**src/rtl/cp0_pkg.sv**
```systemverilog
// Shared CP0 definitions: operation codes, register numbers, bit positions and
// controller state encodings.
package cp0_pkg;

  localparam logic [1:0] OP_NONE = 2'd0;
  localparam logic [1:0] OP_MFC0 = 2'd1;
  localparam logic [1:0] OP_MTC0 = 2'd2;
  localparam logic [1:0] OP_ERET = 2'd3;

  localparam logic [4:0] REG_STATUS = 5'd12;
  localparam logic [4:0] REG_CAUSE  = 5'd13;
  localparam logic [4:0] REG_EPC    = 5'd14;
  localparam logic [4:0] REG_EHBR   = 5'd15;

  localparam int STATUS_IE  = 0;
  localparam int STATUS_EXL = 1;
  localparam int CAUSE_IP   = 8;

  typedef enum logic [1:0] {
    ST_IDLE = 2'd0,
    ST_PEND = 2'd1,
    ST_ISR  = 2'd2
  } cp0_state_e;

endpackage

```
**src/rtl/cp0_ctrl_irq_sync.sv**
```systemverilog
// Synchroniser for the asynchronous interrupt line followed by a rising-edge
// detector that emits a one-cycle pulse per new request.
module irq_sync #(
  parameter int IRQ_SYNC = 2
) (
  input  logic clk,
  input  logic rst,
  input  logic ir_in,
  output logic irq_pulse
);

  logic [IRQ_SYNC-1:0] sync_q;
  logic                last_q;

  always_ff @(posedge clk) begin
    if (rst) begin
      sync_q <= '0;
      last_q <= 1'b0;
    end else begin
      sync_q <= {sync_q[IRQ_SYNC-2:0], ir_in};
      last_q <= sync_q[IRQ_SYNC-1];
    end
  end

  // A held level produces only one pulse; a fresh edge is needed to re-arm.
  assign irq_pulse = sync_q[IRQ_SYNC-1] & ~last_q;

endmodule

```
**src/rtl/cp0_ctrl.sv**
```systemverilog
// Coprocessor-0 controller: STATUS/CAUSE/EPC/EHBR registers, interrupt
// acceptance, ERET and the datapath force-jump redirect.
//
// state | meaning
// IDLE  | no interrupt outstanding
// PEND  | interrupt pending, waiting for IE & ~EXL & safe
// ISR   | handler running, waiting for ERET
module cp0_ctrl
  import cp0_pkg::*;
#(
  parameter logic [31:0] EHBR_RST = 32'h0000_0010,
  parameter int          IRQ_SYNC = 2
) (
  input  logic        clk,
  input  logic        rst,
  input  logic        ir_in,
  output logic        ir_ack,
  input  logic        en,
  input  logic [1:0]  oper,
  input  logic [4:0]  addr_r,
  output logic [31:0] data_r,
  input  logic [4:0]  addr_w,
  input  logic [31:0] data_w,
  input  logic [31:0] ret_addr,
  input  logic        safe,
  output logic        jump_en,
  output logic [31:0] jump_addr,
  output logic        flush
);

  cp0_state_e  state_q, state_d;
  logic        ie_q, exl_q, pend_q;
  logic [31:0] epc_q, ehbr_q;
  logic        irq_pulse, is_eret, is_mtc0, accept;

  irq_sync #(.IRQ_SYNC(IRQ_SYNC)) u_irq_sync (
    .clk       (clk),
    .rst       (rst),
    .ir_in     (ir_in),
    .irq_pulse (irq_pulse)
  );

  assign is_eret = en && (oper == OP_ERET);
  assign is_mtc0 = en && (oper == OP_MTC0);
  // ERET wins over an accept in the same cycle; the interrupt stays pending.
  assign accept  = (state_q == ST_PEND) && ie_q && !exl_q && safe && !is_eret;

  always_comb begin
    state_d   = state_q;
    jump_en   = 1'b0;
    jump_addr = '0;
    ir_ack    = 1'b0;
    case (state_q)
      ST_IDLE: if (pend_q || irq_pulse) state_d = ST_PEND;
      ST_PEND: if (accept) state_d = ST_ISR;
      ST_ISR:  if (is_eret) state_d = pend_q ? ST_PEND : ST_IDLE;
      default: state_d = ST_IDLE;
    endcase
    if (is_eret) begin
      jump_en   = 1'b1;
      jump_addr = epc_q;
    end else if (accept) begin
      jump_en   = 1'b1;
      jump_addr = ehbr_q;
      ir_ack    = 1'b1;
    end
  end

  assign flush = jump_en;

  always_ff @(posedge clk) begin
    if (rst) begin
      state_q <= ST_IDLE;
      ie_q    <= 1'b0;
      exl_q   <= 1'b0;
      pend_q  <= 1'b0;
      epc_q   <= '0;
      ehbr_q  <= {EHBR_RST[31:2], 2'b00};
    end else begin
      state_q <= state_d;
      if (is_mtc0) begin
        case (addr_w)
          REG_STATUS: begin
            ie_q  <= data_w[STATUS_IE];
            exl_q <= data_w[STATUS_EXL];
          end
          REG_EPC:  epc_q  <= data_w;
          REG_EHBR: ehbr_q <= {data_w[31:2], 2'b00};
          default: ;
        endcase
      end
      // Later assignments override a coincident MTC0 to STATUS or EPC.
      if (accept) begin
        epc_q <= ret_addr;
        exl_q <= 1'b1;
      end else if (is_eret) begin
        exl_q <= 1'b0;
      end
      if (irq_pulse)   pend_q <= 1'b1;
      else if (accept) pend_q <= 1'b0;
    end
  end

  always_comb begin
    data_r = '0;
    case (addr_r)
      REG_STATUS: begin
        data_r[STATUS_IE]  = ie_q;
        data_r[STATUS_EXL] = exl_q;
      end
      REG_CAUSE: data_r[CAUSE_IP] = pend_q;
      REG_EPC:   data_r = epc_q;
      REG_EHBR:  data_r = ehbr_q;
      default: ;
    endcase
  end

endmodule

```
**config.mk**
```make
export PLATFORM = sky130hd
export DESIGN_NAME = cp0_ctrl
export DESIGN_NICKNAME = d
export VERILOG_FILES = /design/src/rtl/cp0_pkg.sv /design/src/rtl/cp0_ctrl_irq_sync.sv /design/src/rtl/cp0_ctrl.sv
export SDC_FILE = /design/constraint.sdc
export NUM_CORES = 1
export LEC_CHECK = 0
export BUFFER_PORTS_ARGS = -buffer_cell sky130_fd_sc_hd__clkbuf_2
export CAP_MARGIN = 40
export CORE_UTILIZATION = 50
export DETAILED_ROUTE_END_ITERATION = 10
export GPL_TIMING_DRIVEN = 0
export PLACE_DENSITY = 0.86
export RECOVER_POWER = 100
export SYNTH_ARGS = -nofsm -noshare
export SYNTH_HDL_FRONTEND = slang
export SYNTH_SLANG_ARGS = --single-unit
```
**constraint.sdc**
```tcl
create_clock -name clk -period 2.6 [get_ports clk]
set_clock_uncertainty 0.15 [all_clocks]
set_input_delay 0.78 -clock clk [delete_from_list [all_inputs] [get_ports clk]]
set_output_delay 0.78 -clock clk [all_outputs]
set_load 0.01 [all_outputs]
```
==> results of run 1 <==
==> per-stage QoR <==
| stage | area [um^2] | std cells | util (%) | hold slack [ps] | worst slack (ps) |
|---|---|---|---|---|---|
| 6_report | 5600 | 801 | 72.9 | 313 | -297 |
| 5_1_grt | 5600 | 801 | 72.9 | 330 | -337 |
| 4_1_cts | 5500 | 800 | 71.5 | 317 | -250 |
| 3_5_place_dp | 4830 | 772 | 62.9 | 300 | -517 |
| 3_3_place_gp | 4830 | 772 | 62.9 | 277 | -456 |
| 2_1_floorplan | 3980 | 525 | - | 264 | 4.78 |
==> sequential cells by signal, summed over array words and instances, names as in the netlist <==
signal             flops
u_irq_sync.sync_q      2
state_q                2
ehbr_q                30
u_irq_sync.last_q      1
ie_q                   1
epc_q                 32
pend_q                 1
exl_q                  1
==> power groups by stage <==
| stage | sequential (mW) | clock, mW | combinational, mW |
|---|---|---|---|
| after floorplan | 1.11 | 0 | 0.0891 |
| final | 1.08 | 1.12 | 0.242 |
| after detailed placement | 1.11 | 0 | 0.203 |
| after global routing | 1.08 | 1.16 | 0.250 |
| after global placement | 1.11 | 0 | 0.199 |
| after CTS | 1.08 | 1.10 | 0.220 |
==> cell usage after synthesis <==
master	count	share of area (%)
o21ai_0	84	11
buf_2	22	2.8
nor2_1	2	0.19
buf_6	4	1.1
nand4_1	3	0.47
nand4b_1	2	0.44
and4b_1	2	0.50
nor2b_1	4	0.63
and3_1	1	0.16
o21ai_1	8	1.0
nor3_1	2	0.25
a31oi_1	1	0.16
dfxtp_1	70	35
a311oi_1	33	7.3
and2_1	3	0.47
nor3b_2	1	0.31
mux2i_1	2	0.50
inv_1	4	0.38
o21bai_1	1	0.19
clkbuf_2	3	0.38
a22o_1	29	6.4
nand3_2	1	0.25
nor4_1	32	5.0
and4bb_1	1	0.31
nand2_1	64	6.0
mux2_2	1	0.28
a221oi_1	1	0.22
nand2b_1	2	0.31
nand3b_1	3	0.57
clkbuf_1	33	3.1
nand3_1	63	7.9
buf_4	5	0.94
nand4bb_1	1	0.28
a21oi_1	31	3.9
and4_1	1	0.22
a211oi_1	1	0.19
a31o_2	3	0.66
o21ba_2	1	0.25
==> logic make-up (layout without fill, tap and decap cells) <==
kind of cell	after synthesis	after routing
and+or+nand+nor	188	188
buffers and inverters	71	245
DFF	70	70
muxes	3	3
AOI/OAI and AO/OA	193	193
==> cell usage in the layout (no fill, tap or decap), types with 6 or more instances in the layout <==
master    synthesis  routed
o21ai_0          84      62
buf_8             0       6
buf_2            22      52
buf_6             4      19
a21oi_1          31      31
clkbuf_1         33      37
clkbuf_2          3      91
a311oi_1         33      33
nor4_1           32      32
buf_4             5      12
o21ai_2           0      26
nand2_1          64      62
nand3_1          63      63
dfxtp_1          70      70
clkbuf_8          0      11
a22o_1           29      29
==> metal layers <==
layer  wire [um]  track usage (%)  vias up
met1        5860             47.3     2457
met3        2400             11.6      130
met4        1110             25.1        0
met5           0                0        -
met2        7840             62.5      574
li1            -                -     2311
==> area by class of cell <==
type | count | area [um^2]
Inverter | 4 | 15.0
Sequential cell | 70 | 1400
Multi-Input combinational cell | 384 | 2410
Timing Repair Buffer | 163 | 991
Fill cell | 569 | 2090
Tap cell | 102 | 128
Buffer | 62 | 413
Clock inverter | 7 | 121
Clock buffer | 9 | 124
==> worst max-delay path: stages <==
cell and delay, ps:
clkbuf_1 250, and3_2 440, buf_8 180, nand2_1 100, o21ai_4 90, buf_6 120
==> final timing paths <==
check | start | to | cells past startpoint
setup / recovery | oper[0] | jump_addr[4] | 6
hold / removal | u_irq_sync.sync_q[1]$_SDFF_PP0_ | u_irq_sync.last_q$_SDFF_PP0_ | 1
setup reg to reg | state_q[1]$_SDFFE_PP0P_ | epc_q[18]$_SDFFE_PP0P_ | 6
hold reg to reg | u_irq_sync.sync_q[1]$_SDFF_PP0_ | u_irq_sync.last_q$_SDFF_PP0_ | 1
==> what timing repair did <==
item,in CTS,in global routing
gates cloned,3,2
gates resized for setup,108,83
setup buffers,11,3
pin swaps,31,15
endpoints found under the setup margin,65,66
==> impl_metrics.env, run 1 <==
export IMPL_io_pins=148
export IMPL_tightest_slew_ps=613
export IMPL_fin_ws_ps=-297
export IMPL_leakagePower_nw=2.17
export IMPL_port_buffers=145
export IMPL_maxSlewViolCount=0
export IMPL_drc=0
export IMPL_rows=32
export IMPL_clk_latency_ps=360
export IMPL_syn_inst=525
export IMPL_synthMuxAreaShare_pct=0.787
export IMPL_swShare_pct=25.9
export IMPL_final_min_clock_period_ps=2900
export IMPL_firstDrtPassIters=10
export IMPL_drive_above_1_share_pct=35.5
export IMPL_yosysWarningCount=0
export IMPL_timing_fmax_mhz=345
export IMPL_worstPathRequired_ps=1670
export IMPL_p_sw_mw=0.634
export IMPL_first_global_vias=5213
export IMPL_synth_compound_area_share_pct=30.8
export IMPL_status="complete, but fails checks"
export IMPL_synth_seq_area_share_pct=35.3
export IMPL_startpoint_type="input pin"
export IMPL_clkSinkCount=70
export IMPL_track_usage_pct=39.7
export IMPL_initial_core_util_pct=51.7
export IMPL_cts_buffer_depth=2
export IMPL_grt_max_degree=14
export IMPL_cts_tree="yes"
export IMPL_irDropWorstVdd_mv=0.299
export IMPL_cts_hold_buf=0
export IMPL_hold_violations=0
export IMPL_cts_root_buffer="clkbuf_8"
export IMPL_cts_buffers=9
export IMPL_synthXorXnorAreaFrac_pct=0
export IMPL_end_kind="primary output"
export IMPL_antenna_found_initial=0
export IMPL_post_drt_wl_per_cell_um=21.5
export IMPL_syn2layout_area_growth_pct=41.0
export IMPL_grt_pass1_wl_um=25900
export IMPL_clk_pin_slew_ps=90
export IMPL_syn_area_per_cell_um2=7.57
export IMPL_fin_crit_sh_pct=111
export IMPL_violations="setup timing"
export IMPL_slew_headroom_pct=59.1
export IMPL_rsz0062_at_grt="true"
export IMPL_syn_cell_area_um2=3970
export IMPL_setup_tns_final_ps=-15640
export IMPL_die_w_um=91.2
export IMPL_postRouteAntennaNets=0
export IMPL_pwr_share_comb_pct=9.9
export IMPL_dp_hpwl_um=10400
export IMPL_yosys_area_share_simple_pct=24.4
export IMPL_drt_iter0_drc=876
export IMPL_dieArea_um2=8310
export IMPL_ys_seq_elements=70
export IMPL_core_um2=7690
export IMPL_regToRegSetupSlack_ps=290
export IMPL_clockPowerShare_pct=45.8
export IMPL_power_frac_seq_pct=44.3
export IMPL_synth_nets=606
export IMPL_worstPathMaxFanout=10
export IMPL_synth_cell_type_count=38
export IMPL_htreeDepth=3
export IMPL_gp_congestion=0.882
export IMPL_vias=5472
export IMPL_critPathArrivalTime_ps=1970
export IMPL_maxCapViolCount=0
export IMPL_setup_violations=65
export IMPL_fin_nets=775
export IMPL_power_internal_mw=1.81
export IMPL_hold_class="reg -> reg"
export IMPL_grt_ovfl_total=0
export IMPL_synth_top_family_by_area="compound AO/OA/AOI/OAI gates"
export IMPL_critical_path_class="in -> out"
export IMPL_die_h_um=91.2
export IMPL_antenna_cells=0
export IMPL_vias_per_cell=6.83
export IMPL_pwr_density_cell_nw_per_um2=436
export IMPL_routed_wl_um=17200
export IMPL_power_total_mw=2.44
export IMPL_synthAdderAreaFrac_pct=0
Note: power is estimated with default switching activity, not from simulation.
==> inputs of run 2 (changes only) <==
--- a/config.mk
+++ b/config.mk
@@ -5,12 +5,14 @@
 export SDC_FILE = /design/constraint.sdc
 export NUM_CORES = 1
 export LEC_CHECK = 0
+export ABC_CLOCK_PERIOD_IN_PS = 2600
 export BUFFER_PORTS_ARGS = -buffer_cell sky130_fd_sc_hd__clkbuf_2
 export CAP_MARGIN = 40
-export CORE_UTILIZATION = 50
+export CORE_UTILIZATION = 28
+export CTS_CLUSTER_SIZE = 12
 export DETAILED_ROUTE_END_ITERATION = 10
 export GPL_TIMING_DRIVEN = 0
-export PLACE_DENSITY = 0.86
+export PLACE_DENSITY = 0.55
 export RECOVER_POWER = 100
 export SYNTH_ARGS = -nofsm -noshare
 export SYNTH_HDL_FRONTEND = slang
==> run 2 against run 1 <==
Net effect: the flow still finishes with violations (setup timing); clock-buffer cell count increased by 1; cell count increased by 11%; fmax decreased by 0.10%; largest cell class unchanged; sequential share of layout area decreased by 1.5 points; register-to-register slack got worse by 170 ps; sequential power about the same; largest power group unchanged; die area increased by 77%; first-iteration DRC count decreased by 48%; combinational power increased by 7%; worst hold slack got worse by 2.5 ps.
==> impl_metrics.env, run 2 (synthesized netlist as in run 1, its figures left out) <==
export IMPL_maxSlewViolCount=0
export IMPL_worstPathRequired_ps=1670
export IMPL_end_kind="primary output"
export IMPL_startpoint_type="input pin"
export IMPL_rsz0062_at_grt="true"
export IMPL_grt_met2_usage_pct=36.9
export IMPL_htreeDepth=3
export IMPL_track_usage_pct=23.7
export IMPL_tightest_slew_ps=608
export IMPL_core_um2=13900
export IMPL_holdPathEnd="u_irq_sync.sync_q[1]$_SDFF_PP0_"
export IMPL_grt_pass1_wl_um=26200
export IMPL_antenna_found_initial=0
export IMPL_largest_reg_flops=32
export IMPL_io_pins=148
export IMPL_maxCapViolCount=0
export IMPL_vias=5037
export IMPL_final_common_cell="clkbuf_2"
export IMPL_setup_violations=64
export IMPL_rows=43
export IMPL_placed_area_um2=4930
export IMPL_reg2reg_from="state_q[1]$_SDFFE_PP0P_"
export IMPL_dieArea_um2=14700
export IMPL_fin_area_um2=5950
export IMPL_initial_core_util_pct=28.6
export IMPL_grt_ovfl_total=0
export IMPL_cts_hold_buf=0
export IMPL_layout_cells_non_filler=888
export IMPL_hold_violations=0
export IMPL_vias_per_cell=5.67
export IMPL_clk_pin_slew_ps=60
export IMPL_worstPathMaxFanout=10
export IMPL_hold_class="reg -> reg"
export IMPL_status="complete, but fails checks"
export IMPL_critPathArrivalTime_ps=1970
export IMPL_drt_iter0_drc=454
export IMPL_violations="setup timing"
export IMPL_final_min_clock_period_ps=2900
export IMPL_cts_buffer_depth=2
export IMPL_min_path_cells=1
export IMPL_post_drt_wl_per_cell_um=19.9
export IMPL_antenna_cells=0
export IMPL_slew_headroom_pct=59.4
export IMPL_firstDrtPassIters=5
export IMPL_timing_fmax_mhz=345
export IMPL_hold_start="u_irq_sync.sync_q[0]$_SDFF_PP0_"
export IMPL_die_h_um=121
export IMPL_grt_max_degree=13
export IMPL_die_w_um=121
export IMPL_first_global_vias=4711
export IMPL_pwr_density_cell_nw_per_um2=454
export IMPL_cts_buffers=9
export IMPL_use_met3_pct=4.70
export IMPL_irDropWorstVdd_mv=0.265
export IMPL_rr_worst_depth=9
export IMPL_regToRegSetupSlack_ps=120
export IMPL_setup_tns_final_ps=-13870
export IMPL_final_core_util_pct=42.9
export IMPL_r2r_end="epc_q[10]$_SDFFE_PP0P_"
export IMPL_syn2layout_area_growth_pct=49.7
export IMPL_layout_common_cells="clkbuf_2 (87), dfxtp_1 (70), nand3_1 (63)"
export IMPL_drive_above_1_share_pct=37.6
export IMPL_cts_root_buffer="clkbuf_16"
export IMPL_routed_wl_um=17700
export IMPL_fin_nets=784
export IMPL_drc=0
export IMPL_reg_largest_list="epc_q (32), ehbr_q (30)"
export IMPL_top_usage_layer="met2"
export IMPL_gp_congestion=0.821
export IMPL_port_buffers=145
export IMPL_top_register="epc_q"
export IMPL_dp_cells=850
export IMPL_use_met1_pct=31.5
export IMPL_fin_ws_ps=-300
export IMPL_cts_tree="yes"
export IMPL_clkSinkCount=70
export IMPL_critical_path_class="in -> out"
export IMPL_dp_hpwl_um=12300
export IMPL_postRouteAntennaNets=0
export IMPL_leakagePower_nw=2.30
export IMPL_fin_crit_sh_pct=112
export IMPL_clk_latency_ps=340
-- run 2: cell count changes in the layout (fill, tap and decap cells not counted), sizes merged --
cell / before / now
buf: 90 / 102
clkinvlp: 3 / 2
inv: 5 / 4
clkbuf: 144 / 142
clkinv: 0 / 2
bufinv: 3 / 2
-- run 2: through the flow --
step / power (mW) / setup WS, ps / hold WS (ps)
after CTS: 2.68 / -312 / 318
after floorplan: 1.19 / 4.78 / 264
after detailed placement: 1.32 / -593 / 304
after global routing: 2.76 / -397 / 322
after global placement: 1.32 / -566 / 281
final: 2.70 / -300 / 311
-- run 2: cell type report --
type                    count  area (um^2)
clock inverters             6         85.1
well taps                 180          225
plain buffers              60          385
flip-flops and latches     70         1400
multi-input cells         384         2450
clock buffers              10          239
inverters                   4         15.0
repair buffers            174         1150
fillers                  1420         7930
-- run 2: worst max-delay path by stage --
| stage | startpoint | to |
|---|---|---|
| floorplan | addr_r[4] | data_r[22] |
| global placement | addr_r[4] | data_r[2] |
| detailed placement | oper[0] | jump_addr[2] |
| CTS | addr_r[4] | data_r[6] |
| global route | addr_r[4] | data_r[6] |
| finish | addr_r[4] | data_r[6] |
-- run 2: per-layer routing --
layer | up-vias | wire, um
met3 | 28 | 1540
met2 | 257 | 8290
met5 | - | 0
met1 | 2418 | 7520
met4 | 0 | 354
li1 | 2334 | -
-- run 2: worst max-delay path, cell delays in order --
cell and delay, ps:
clkbuf_2 70, nand3b_1 240, nor3b_4 280, buf_6 150, buf_12 130, a22o_1 170
buf_2 130
-- run 2: where the power goes --
group / internal (mW) / switching (mW)
clock network: 0.862 / 0.494
logic: 0.105 / 0.153
registers: 1.08 / 0.00457
total: 2.05 / 0.652
-- run 2: timing repair --
item                                    4_1_cts  5_1_grt
resized for setup                           120      110
gates cloned                                  3        3
buffers inserted                             14       16
endpoints found under the setup margin       65       66
pin swaps                                    25       21
